--- config.mk ---
export PLATFORM = sky130hd
export DESIGN_NAME = cmp_event_monitor_flat
export DESIGN_NICKNAME = d
export VERILOG_FILES = /design/src/rtl/cmp_event_monitor_pkg.sv /design/src/rtl/cmp_event_monitor_if.sv /design/src/rtl/cmp_event_monitor_sat_counter.sv /design/src/rtl/cmp_event_monitor.sv /design/src/flat_wrapper.sv
export SDC_FILE = /design/constraint.sdc
export NUM_CORES = 1
export LEC_CHECK = 0
export CAP_MARGIN = 30
export CORE_MARGIN = 2
export CORE_UTILIZATION = 45
export CTS_CLUSTER_SIZE = 16
export DETAILED_ROUTE_END_ITERATION = 8
export PLACE_DENSITY = 0.75
export SYNTH_ARGS = -nofsm -noshare
export SYNTH_HDL_FRONTEND = slang
export SYNTH_SLANG_ARGS = --single-unit
--- constraint.sdc ---
create_clock -name clk -period 2 [get_ports clk]
set_input_delay 0.4 -clock clk [delete_from_list [all_inputs] [get_ports clk]]
set_output_delay 0.4 -clock clk [all_outputs]
set_load 0.01 [all_outputs]
--- src/rtl/cmp_event_monitor_pkg.sv ---
// Shared types for the comparator event monitor: result kinds, FSM state codes
// and the one-hot flag decoder.
package cmp_mon_pkg;

    typedef enum logic [1:0] {
        KIND_NONE    = 2'b00,
        KIND_LESS    = 2'b01,
        KIND_GREATER = 2'b10,
        KIND_EQUAL   = 2'b11
    } kind_t;

    typedef logic [1:0] state_t;

    localparam state_t ST_IDLE  = 2'd0;
    localparam state_t ST_TRACK = 2'd1;
    localparam state_t ST_ALARM = 2'd2;

    typedef struct packed {
        logic  illegal;
        kind_t kind;
    } decode_t;

    // Anything other than exactly one flag high is illegal and decodes to NONE.
    function automatic decode_t onehot3_to_kind(input logic less, input logic equal,
                                                input logic greater);
        decode_t d;
        d.illegal = 1'b0;
        d.kind    = KIND_NONE;
        case ({less, equal, greater})
            3'b100:  d.kind = KIND_LESS;
            3'b010:  d.kind = KIND_EQUAL;
            3'b001:  d.kind = KIND_GREATER;
            default: d.illegal = 1'b1;
        endcase
        return d;
    endfunction

endpackage

--- src/rtl/cmp_event_monitor_if.sv ---
// Sample/status bundle between the comparator source and the event monitor.
interface cmp_event_monitor_if #(
    parameter int CNT_W    = 8,
    parameter int STREAK_N = 4
);
    localparam int SW = $clog2(STREAK_N + 1);

    logic             clr;
    logic             in_valid;
    logic             less;
    logic             equal;
    logic             greater;
    logic [CNT_W-1:0] cnt_less;
    logic [CNT_W-1:0] cnt_equal;
    logic [CNT_W-1:0] cnt_greater;
    logic [SW-1:0]    streak;
    logic             alarm;
    logic [1:0]       alarm_kind;
    logic             err;

    modport master (
        output clr, in_valid, less, equal, greater,
        input  cnt_less, cnt_equal, cnt_greater, streak, alarm, alarm_kind, err
    );

    modport slave (
        input  clr, in_valid, less, equal, greater,
        output cnt_less, cnt_equal, cnt_greater, streak, alarm, alarm_kind, err
    );
endinterface

--- src/rtl/cmp_event_monitor_sat_counter.sv ---
// Up-counter that sticks at its all-ones value instead of wrapping.
module sat_counter #(
    parameter int W = 8
) (
    input  logic         clk,
    input  logic         rst,
    input  logic         clr,
    input  logic         inc,
    output logic [W-1:0] q
);

    always_ff @(posedge clk) begin
        if (rst || clr) begin
            q <= '0;
        end else if (inc && (q != {W{1'b1}})) begin
            q <= q + 1'b1;
        end
    end

endmodule

--- src/rtl/cmp_event_monitor.sv ---
// Monitors comparator less/equal/greater flags: per-kind counts, run length of
// the current kind, sticky persistent-mismatch alarm and illegal-pattern error.
module cmp_event_monitor
    import cmp_mon_pkg::*;
#(
    parameter int CNT_W    = 8,
    parameter int STREAK_N = 4
) (
    input  logic                 clk,
    input  logic                 rst,
    cmp_event_monitor_if.slave   mon
);

    localparam int SW = $clog2(STREAK_N + 1);

    decode_t       dec;
    logic          legal;
    logic          illegal;
    logic [SW-1:0] streak_q;
    logic [SW-1:0] streak_nxt;
    kind_t         last_kind;
    state_t        state;
    logic          alarm_q;
    kind_t         alarm_kind_q;
    logic          err_q;

    // clr drops any sample presented alongside it.
    assign dec     = onehot3_to_kind(mon.less, mon.equal, mon.greater);
    assign legal   = mon.in_valid && !dec.illegal && !mon.clr;
    assign illegal = mon.in_valid &&  dec.illegal && !mon.clr;

    sat_counter #(.W(CNT_W)) u_cnt_less (
        .clk (clk), .rst (rst), .clr (mon.clr),
        .inc (legal && (dec.kind == KIND_LESS)),
        .q   (mon.cnt_less)
    );

    sat_counter #(.W(CNT_W)) u_cnt_equal (
        .clk (clk), .rst (rst), .clr (mon.clr),
        .inc (legal && (dec.kind == KIND_EQUAL)),
        .q   (mon.cnt_equal)
    );

    sat_counter #(.W(CNT_W)) u_cnt_greater (
        .clk (clk), .rst (rst), .clr (mon.clr),
        .inc (legal && (dec.kind == KIND_GREATER)),
        .q   (mon.cnt_greater)
    );

    always_comb begin
        streak_nxt = SW'(1);
        if (dec.kind == last_kind) begin
            streak_nxt = (streak_q == SW'(STREAK_N)) ? streak_q : streak_q + 1'b1;
        end
    end

    always_ff @(posedge clk) begin
        if (rst || mon.clr) begin
            streak_q     <= '0;
            last_kind    <= KIND_NONE;
            state        <= ST_IDLE;
            alarm_q      <= 1'b0;
            alarm_kind_q <= KIND_NONE;
            err_q        <= 1'b0;
        end else if (illegal) begin
            err_q     <= 1'b1;
            streak_q  <= '0;
            last_kind <= KIND_NONE;
        end else if (legal) begin
            streak_q  <= streak_nxt;
            last_kind <= dec.kind;
            case (state)
                ST_IDLE: state <= ST_TRACK;
                ST_TRACK: begin
                    // Only a mismatch run can raise the alarm; equal runs just saturate.
                    if ((dec.kind != KIND_EQUAL) && (streak_nxt == SW'(STREAK_N))) begin
                        state        <= ST_ALARM;
                        alarm_q      <= 1'b1;
                        alarm_kind_q <= dec.kind;
                    end
                end
                default: state <= ST_ALARM;
            endcase
        end
    end

    assign mon.streak     = streak_q;
    assign mon.alarm      = alarm_q;
    assign mon.alarm_kind = alarm_kind_q;
    assign mon.err        = err_q;

endmodule

--- src/flat_wrapper.sv ---
// flat-port wrapper written by rule: the top's interface ports become plain ports
module cmp_event_monitor_flat import cmp_mon_pkg::*;
#(
    parameter int CNT_W    = 8,
    parameter int STREAK_N = 4
)
  (clk, rst, mon_clr, mon_in_valid, mon_less, mon_equal, mon_greater, mon_cnt_less, mon_cnt_equal, mon_cnt_greater, mon_streak, mon_alarm, mon_alarm_kind, mon_err);
  cmp_event_monitor_if #(.CNT_W(CNT_W), .STREAK_N(STREAK_N)) mon_i ();
  input  logic clk;
  input  logic rst;
  input wire logic [$bits(mon_i.clr)-1:0] mon_clr;
  input wire logic [$bits(mon_i.in_valid)-1:0] mon_in_valid;
  input wire logic [$bits(mon_i.less)-1:0] mon_less;
  input wire logic [$bits(mon_i.equal)-1:0] mon_equal;
  input wire logic [$bits(mon_i.greater)-1:0] mon_greater;
  output wire logic [$bits(mon_i.cnt_less)-1:0] mon_cnt_less;
  output wire logic [$bits(mon_i.cnt_equal)-1:0] mon_cnt_equal;
  output wire logic [$bits(mon_i.cnt_greater)-1:0] mon_cnt_greater;
  output wire logic [$bits(mon_i.streak)-1:0] mon_streak;
  output wire logic [$bits(mon_i.alarm)-1:0] mon_alarm;
  output wire logic [$bits(mon_i.alarm_kind)-1:0] mon_alarm_kind;
  output wire logic [$bits(mon_i.err)-1:0] mon_err;
  assign mon_i.clr = mon_clr;
  assign mon_i.in_valid = mon_in_valid;
  assign mon_i.less = mon_less;
  assign mon_i.equal = mon_equal;
  assign mon_i.greater = mon_greater;
  assign mon_cnt_less = mon_i.cnt_less;
  assign mon_cnt_equal = mon_i.cnt_equal;
  assign mon_cnt_greater = mon_i.cnt_greater;
  assign mon_streak = mon_i.streak;
  assign mon_alarm = mon_i.alarm;
  assign mon_alarm_kind = mon_i.alarm_kind;
  assign mon_err = mon_i.err;
  cmp_event_monitor #(.CNT_W(CNT_W), .STREAK_N(STREAK_N)) u_core (.clk(clk), .rst(rst), .mon(mon_i));
endmodule
**Word-level counts from Yosys, hierarchy flattened**

Index checks and enable logic that the tools add are counted.

- Bits in latches: 0
- Input port bits: 7
- Register bits after elaboration: 35
- ROM bits: 0
- Memories: 0
- Memory bits (writable): 0

- Bitwise logic cells: 1
- Div/mod/pow operators: 0
- Mux-type cells: 6
- Order comparisons: 0
- Eq/ne operators: 15
- Reduce and logical (&&, ||, !) cells: 18
- Multiply operators: 0
- Shift-type cells: 0
- Add/sub/neg operators: 4

Operators by type and width:

| operator | number |
|---|---|
| $add A8 B1 Y8 const B | 3 |
| $ne A8 B8 Y1 const B | 3 |
| $logic_and A1 B1 Y1 | 11 |
| $eq A3 B3 Y1 const B | 3 |
| $mux W3 | 2 |
| $pmux W2 S3 | 1 |
| $eq A2 B1 Y1 const B | 2 |
| $eq A2 B2 Y1 const B | 2 |
| $pmux W2 S2 | 1 |
| $reduce_and A4 Y1 | 1 |
| $add A3 B1 Y3 const B | 1 |
| $eq A3 B1 Y1 const B | 1 |
| $eq A3 B2 Y1 const B | 1 |
| $reduce_and A3 Y1 | 1 |
| $reduce_or A3 Y1 | 1 |
| $eq A2 B2 Y1 | 1 |
| $logic_not A2 Y1 | 1 |
| $mux W2 | 1 |
| $ne A2 B1 Y1 const B | 1 |
| $ne A2 B2 Y1 const B | 1 |
| $reduce_or A2 Y1 | 1 |
| $logic_not A1 Y1 | 1 |
| $logic_or A1 B1 Y1 | 1 |
| $mux W1 | 1 |
| $not A1 Y1 | 1 |

**Depth between registers and ports, before layout**

- Word-level depth: 8
- Depth in mapped cells: 7
- Gate-level depth less buffers: 7

**Hierarchy**

From an unflattened synthesis, not the netlist that was laid out.

- Cells, all modules: 226
- Area, all modules: 1969.4 um2

By module, submodules not included:

| module | area each (um2) | instances | sequential area each (um2) | cells an instance |
|---|---|---|---|---|
| sat_counter | 421.7 | 3 | 160.2 | 48 |
| cmp_event_monitor | 704.4 | 1 | 220.2 | 82 |

**Least setup slack after synthesis**

No wires, ideal clock.

- Path type: input to register
- From: input mon_less
- To: register u_core.alarm_kind_q[0], in the netlist u_core.mon.alarm_kind[0]
- Library setup time: 0.118 ns
- Arrival: 1.941 ns
- Stages on the path: 6
- Slack: -0.059 ns
- Path through: buf_4 -> or3b_1 -> a221oi_2 -> nor2_1 -> or4_4 -> mux2i_1

- Cells in the longest elaborated chain, start to end: 7
- Elaborated cells on any way between the ends: 17
- Those cells by class: 6 x eq/ne; 3 x mux; 1 x bitwise; 7 x reduce/logical

RTL lines:

| what | RTL line | text |
|---|---|---|
| start, declared | flat_wrapper.sv:13 | `input wire logic [$bits(mon_i.less)-1:0] mon_less;` |
| $eq A3 B1 Y1, or another cell as far along | cmp_event_monitor_pkg.sv:29 | `case ({less, equal, greater})` |
| $pmux W2 S3 / $reduce_or A3 Y1 (equally long branches) | n/a |  |
| $eq A2 B2 Y1 / $mux W1 (equally long branches) | cmp_event_monitor.sv:52, cmp_event_monitor_pkg.sv:29 |  |
| $mux W3 / $logic_and A1 B1 Y1 (equally long branches) | cmp_event_monitor.sv:52, cmp_event_monitor.sv:30 |  |
| $eq A3 B3 Y1 / $logic_and A1 B1 Y1 (equally long branches) | cmp_event_monitor.sv:76, cmp_event_monitor.sv:30 |  |
| $logic_and A1 B1 Y1 / $not A1 Y1 (equally long branches) | n/a |  |
| $reduce_and A4 Y1 (no source line) | n/a |  |
| end signal, assigned | cmp_event_monitor.sv:79 | `alarm_kind_q <= dec.kind;` |
| end, declared | cmp_event_monitor.sv:24 | `kind_t alarm_kind_q;` |

Several ways; a longest one is shown, not always the timed one.
A chain may end at the register's enable or synchronous reset.

**Worst setup path after layout**

- From: input mon_equal
- To: register u_core.alarm_kind_q[0], in the netlist u_core.mon.alarm_kind[0]

- Cells in the longest elaborated chain, start to end: 7
- Elaborated cells on any way between the ends: 17
- Those cells by class: 6 x eq/ne; 3 x mux; 1 x bitwise; 7 x reduce/logical

RTL lines:

| what | RTL line | text |
|---|---|---|
| start, declared | flat_wrapper.sv:14 | `input wire logic [$bits(mon_i.equal)-1:0] mon_equal;` |
| $eq A3 B1 Y1, or another cell as far along | cmp_event_monitor_pkg.sv:29 |  |
| $pmux W2 S3 / $reduce_or A3 Y1 (equally long branches) | n/a |  |
| $eq A2 B2 Y1 / $mux W1 (equally long branches) | cmp_event_monitor.sv:52, cmp_event_monitor_pkg.sv:29 |  |
| $mux W3 / $logic_and A1 B1 Y1 (equally long branches) | cmp_event_monitor.sv:52, cmp_event_monitor.sv:30 |  |
| $eq A3 B3 Y1 / $logic_and A1 B1 Y1 (equally long branches) | cmp_event_monitor.sv:76, cmp_event_monitor.sv:30 |  |
| $logic_and A1 B1 Y1 / $not A1 Y1 (equally long branches) | n/a |  |
| $reduce_and A4 Y1 (no source line) | n/a |  |

Several ways; a longest one is shown, not always the timed one.

==> run_results.csv <==
group,metric,value,unit
synth,yosys.cell_types.count,40,
sta,setup_tns_final,0,ns
sta,fin_crit_sh,97.2,%
drt,number_of_drc_markers_after_the_initial_detailed_route_iteration,39,
global_routing,antenna_violations_before_repair,0,
drt,vias_per_cell,5.10,
sta,finalSetupViolCount,0,
synth,synth.largest_area_cell,"sky130_fd_sc_hd__dfxtp_1",
critical_path,worst-endpoint-required,2.18,ns
final_layout,finalNetCount,273,
critical_path,critical_setup_path_class,"in2reg",
critical_path,maximum_fanout_count_along_the_critical_path,6,
sta,post-route-worst-setup-slack,0.0552,ns
place,io_buffer_count,37,
critical_path,worstPathArrival,2.13,ns
floorplan,coreArea,3660,um2
critical_path,path_cells,"dlygate4sd2_1, or4_4, a31oi_4, nor2_1, or4_4, mux2i_1",
critical_path,slowest_delay,0.52,ns
cts,number_of_cts_inserted_buffers,5,
synth,avgSynthCellArea,8.56,um2
sta,grt_setup_unrepaired,"no",
drt,count_of_tritonroute_iterations_in_the_first_routing_pass,4,
sta,finalWorstPathRequiredPeriod,1.94,ns
drt,antenna_left,0,
worst_hold_path,timing.hold.worst_endpoint,"u_core.mon.alarm",
synth,async_set_or_reset_register_ratio_after_synthesis,0,%
power,p_leak,0.871,nW
global_routing,grt.total_usage,18.9,%
global_routing,first_global_vias,1488,
power,power.density,549,nW/um2
cts,clkSlewWorstSetupHoldPaths,0.07,ns
critical_path,most_frequent_cell_on_critical_path,"sky130_fd_sc_hd__or4_4",
drt,detail_route.wirelength,3800,um
final_layout,final_cell_area,2400,um2
sta,timing.final.hold_violations,0,
floorplan,dieArea,4320,um2
place,dpl-instance-area,2290,um2
cts,quantity_of_hold_fixing_buffers_added_after_cts,0,
place,dp_hpwl,2810,um
worst_hold_path,min-delay-start,"u_core.mon.alarm",
synth,synth.yosys.warnings,0,
synth,synthTopCellsByArea,"sky130_fd_sc_hd__dfxtp_1 41%, sky130_fd_sc_hd__nor2_1 7.0%, sky130_fd_sc_hd__xor2_1 6.6%, sky130_fd_sc_hd__xnor2_1 4.6%, sky130_fd_sc_hd__nand2_1 3.9%",
final_layout,area_growth,40.4,%
floorplan,ioPinCount,38,
synth,ys.flop_type,"sky130_fd_sc_hd__dfxtp_1",
global_routing,grt.overflow.total,0,
floorplan,placement_rows,22,
sta,timing_worst_slew_pin_value,0.525,ns
cts,postCtsSetupRepairBufs,0,
floorplan,effective_utilization_at_floorplan,46.8,%
cts,number_of_h_tree_branching_levels,2,
outcome,status,"complete, no violations",
critical_path,reg2reg_from,"u_core.last_kind[0]",
critical_path,slowest_stage,"sky130_fd_sc_hd__or4_4",
critical_path,cp.buffers_inverters,1,
sta,hold_ws,0.453,ns
place,gp_congestion,0.854,
sta,max_clock_freq,0.514,GHz
drt,via_count,1580,
critical_path,critical-path-top-delay-family,"simple AND/OR/NAND/NOR gates",
sta,worst_clock_skew,0.00672,ns
cts,buffers_from_clock_root_to_sink_at_most,2,
cts,cts_tree,"built",
drt,drc,0,
global_routing,pin_count_of_the_biggest_net_entering_global_routing,17,
global_routing,grt_pass1_wl,6310,um
critical_path,critPathCaptureType,"flip-flop",
floorplan,die_width,65.7,um
synth,sequential_cell_area_fraction_in_the_yosys_report,40.9,%
floorplan,dieHeight,65.7,um
power,ir_worst_vdd,0.000391,V
final_layout,layout.cells.most_common,"sky130_fd_sc_hd__clkdlybuf4s50_1",
synth,synth.cell_area,1710,um2
critical_path,worstReg2RegEnd,"u_core.mon.alarm_kind[0]",
critical_path,ff2ff_path_depth,5,
final_layout,drive_above_1_share,16.4,%
cts,cts.sink_count,35,
cts,clock_latency_on_the_worst_skew_pair,0.29,ns
critical_path,critPathLaunchType,"primary input",
synth,synth_top_area_share,40.9,%
cts,ctsRootBufferMaster,"sky130_fd_sc_hd__clkbuf_8",
final_layout,insertedDiodeCount,0,
worst_hold_path,hold_path.class,"reg2reg",
sta,slew_headroom,64.8,%
worst_hold_path,min_path_cells,2,
sta,final-max-slew-violation-count,0,
synth,netlist_instances,200,
place,detailedPlace.worstSlack,-0.529,ns
synth,synth-edff-count,0,
critical_path,ff2ff_setup_slack,0.06,ns
drt,detail_route.wl_per_cell,12.3,um
synth,ys_seq_elements,35,
final_layout,final_core_utilization,65.7,%
final_layout,commonest_cells_after_routing_fill_and_taps_aside,"34 x sky130_fd_sc_hd__clkdlybuf4s50_1, 33 x sky130_fd_sc_hd__dfxtp_1, 32 x sky130_fd_sc_hd__nor2_1, 27 x sky130_fd_sc_hd__buf_4, 18 x sky130_fd_sc_hd__nand2_1",
synth,syn-num-nets,212,
run,maxCapViolCount,0,
## layer usage
layer / vias to the layer above / part of all wire (%) / track usage (%)
met4: 0 / 1.1 / 4.69
met5: - / 0 / 0
li1: 822 / - / -
met2: 23 / 50 / 33.3
met1: 731 / 45 / 21.9
met3: 4 / 4.1 / 6.34
## how the worst max path moves through the flow
| stage | from | endpoint | slack (ns) | cells past startpoint |
|---|---|---|---|---|
| floorplan | u_core.mon.streak[0] | u_core.mon.alarm_kind[0] | 0.01 | 6 |
| global placement | mon_greater | u_core.mon.alarm_kind[1] | -0.47 | 6 |
| detailed placement | mon_greater | u_core.mon.alarm_kind[0] | -0.53 | 6 |
| CTS | mon_equal | u_core.mon.alarm_kind[0] | 0.006 | 6 |
| global route | mon_in_valid | u_core.mon.alarm_kind[1] | 0.004 | 6 |
| finish | mon_equal | u_core.mon.alarm_kind[0] | 0.06 | 6 |
## timing repair
| action | 4_1_cts | 5_1_grt |
|---|---|---|
| setup endpoints to repair | 16 | 4 |
| pin swaps | 4 | 5 |
| gates resized for setup | 6 | 6 |
## power breakdown
part	total, mW	switching, mW	internal [mW]	leakage (nW)
logic	0.121	0.0597	0.0613	0.547
registers	0.702	0.00228	0.700	0.283
clock network	0.498	0.255	0.243	0.0412
total	1.32	0.317	1.00	0.871
## area by class of cell
cell class / instances / area, um2
clock buffer: 6 / 72.6
clock inverter: 2 / 12.5
fill: 306 / 1260
inverter: 6 / 22.5
multi-input combinational: 149 / 962
sequential: 35 / 703
tap: 48 / 60.1
timing repair buffer: 64 / 572
## tightest hold or removal path: cells and delay by family, from the launching register on
| family | cells | cell delay, ns |
|---|---|---|
| compound gates | 1 | 0.05 |
| buf+inv | 1 | 0.05 |
| flops | 1 | 0.31 |
## Yosys cell counts, drive strengths merged (2+ instances only)
cell / instances
buf: 4
o21ai: 4
xor2: 13
o211ai: 2
nor2: 32
a21oi: 10
or4: 2
nand2: 18
mux2i: 5
ha: 5
or3b: 2
or3: 3
nor3: 6
nand4: 7
inv: 6
clkbuf: 6
o21a: 2
and3: 3
xnor2: 9
nand3: 9
nand3b: 2
dfxtp: 35
## through the flow
stage	total power, mW	std cells
2_1_floorplan	0.780	200
3_3_place_gp	0.833	302
3_5_place_dp	0.834	302
4_1_cts	1.33	310
5_1_grt	1.38	310
6_report	1.32	310
## logic make-up after synthesis
family	after synthesis	synth area share, %
AO/OA/AOI/OAI	25	10.2
XOR/XNOR	22	11.2
adder cells (fa/ha/maj)	5	3.65
buffers and inverters	16	4.46
flip-flops	35	40.9
multiplexers	5	2.92
AND/OR/NAND/NOR	92	26.7
## state kept, by name (all words and copies together), names as in the netlist
name and count:
u_core.u_cnt_less.q 8, u_core.state 2, u_core.u_cnt_greater.q 8, u_core.mon.alarm 1, u_core.mon.err 1, u_core.mon.streak 3, u_core.u_cnt_equal.q 8, u_core.last_kind 2
u_core.mon.alarm_kind 2
No activity file was read; power rests on OpenSTA's default activity.
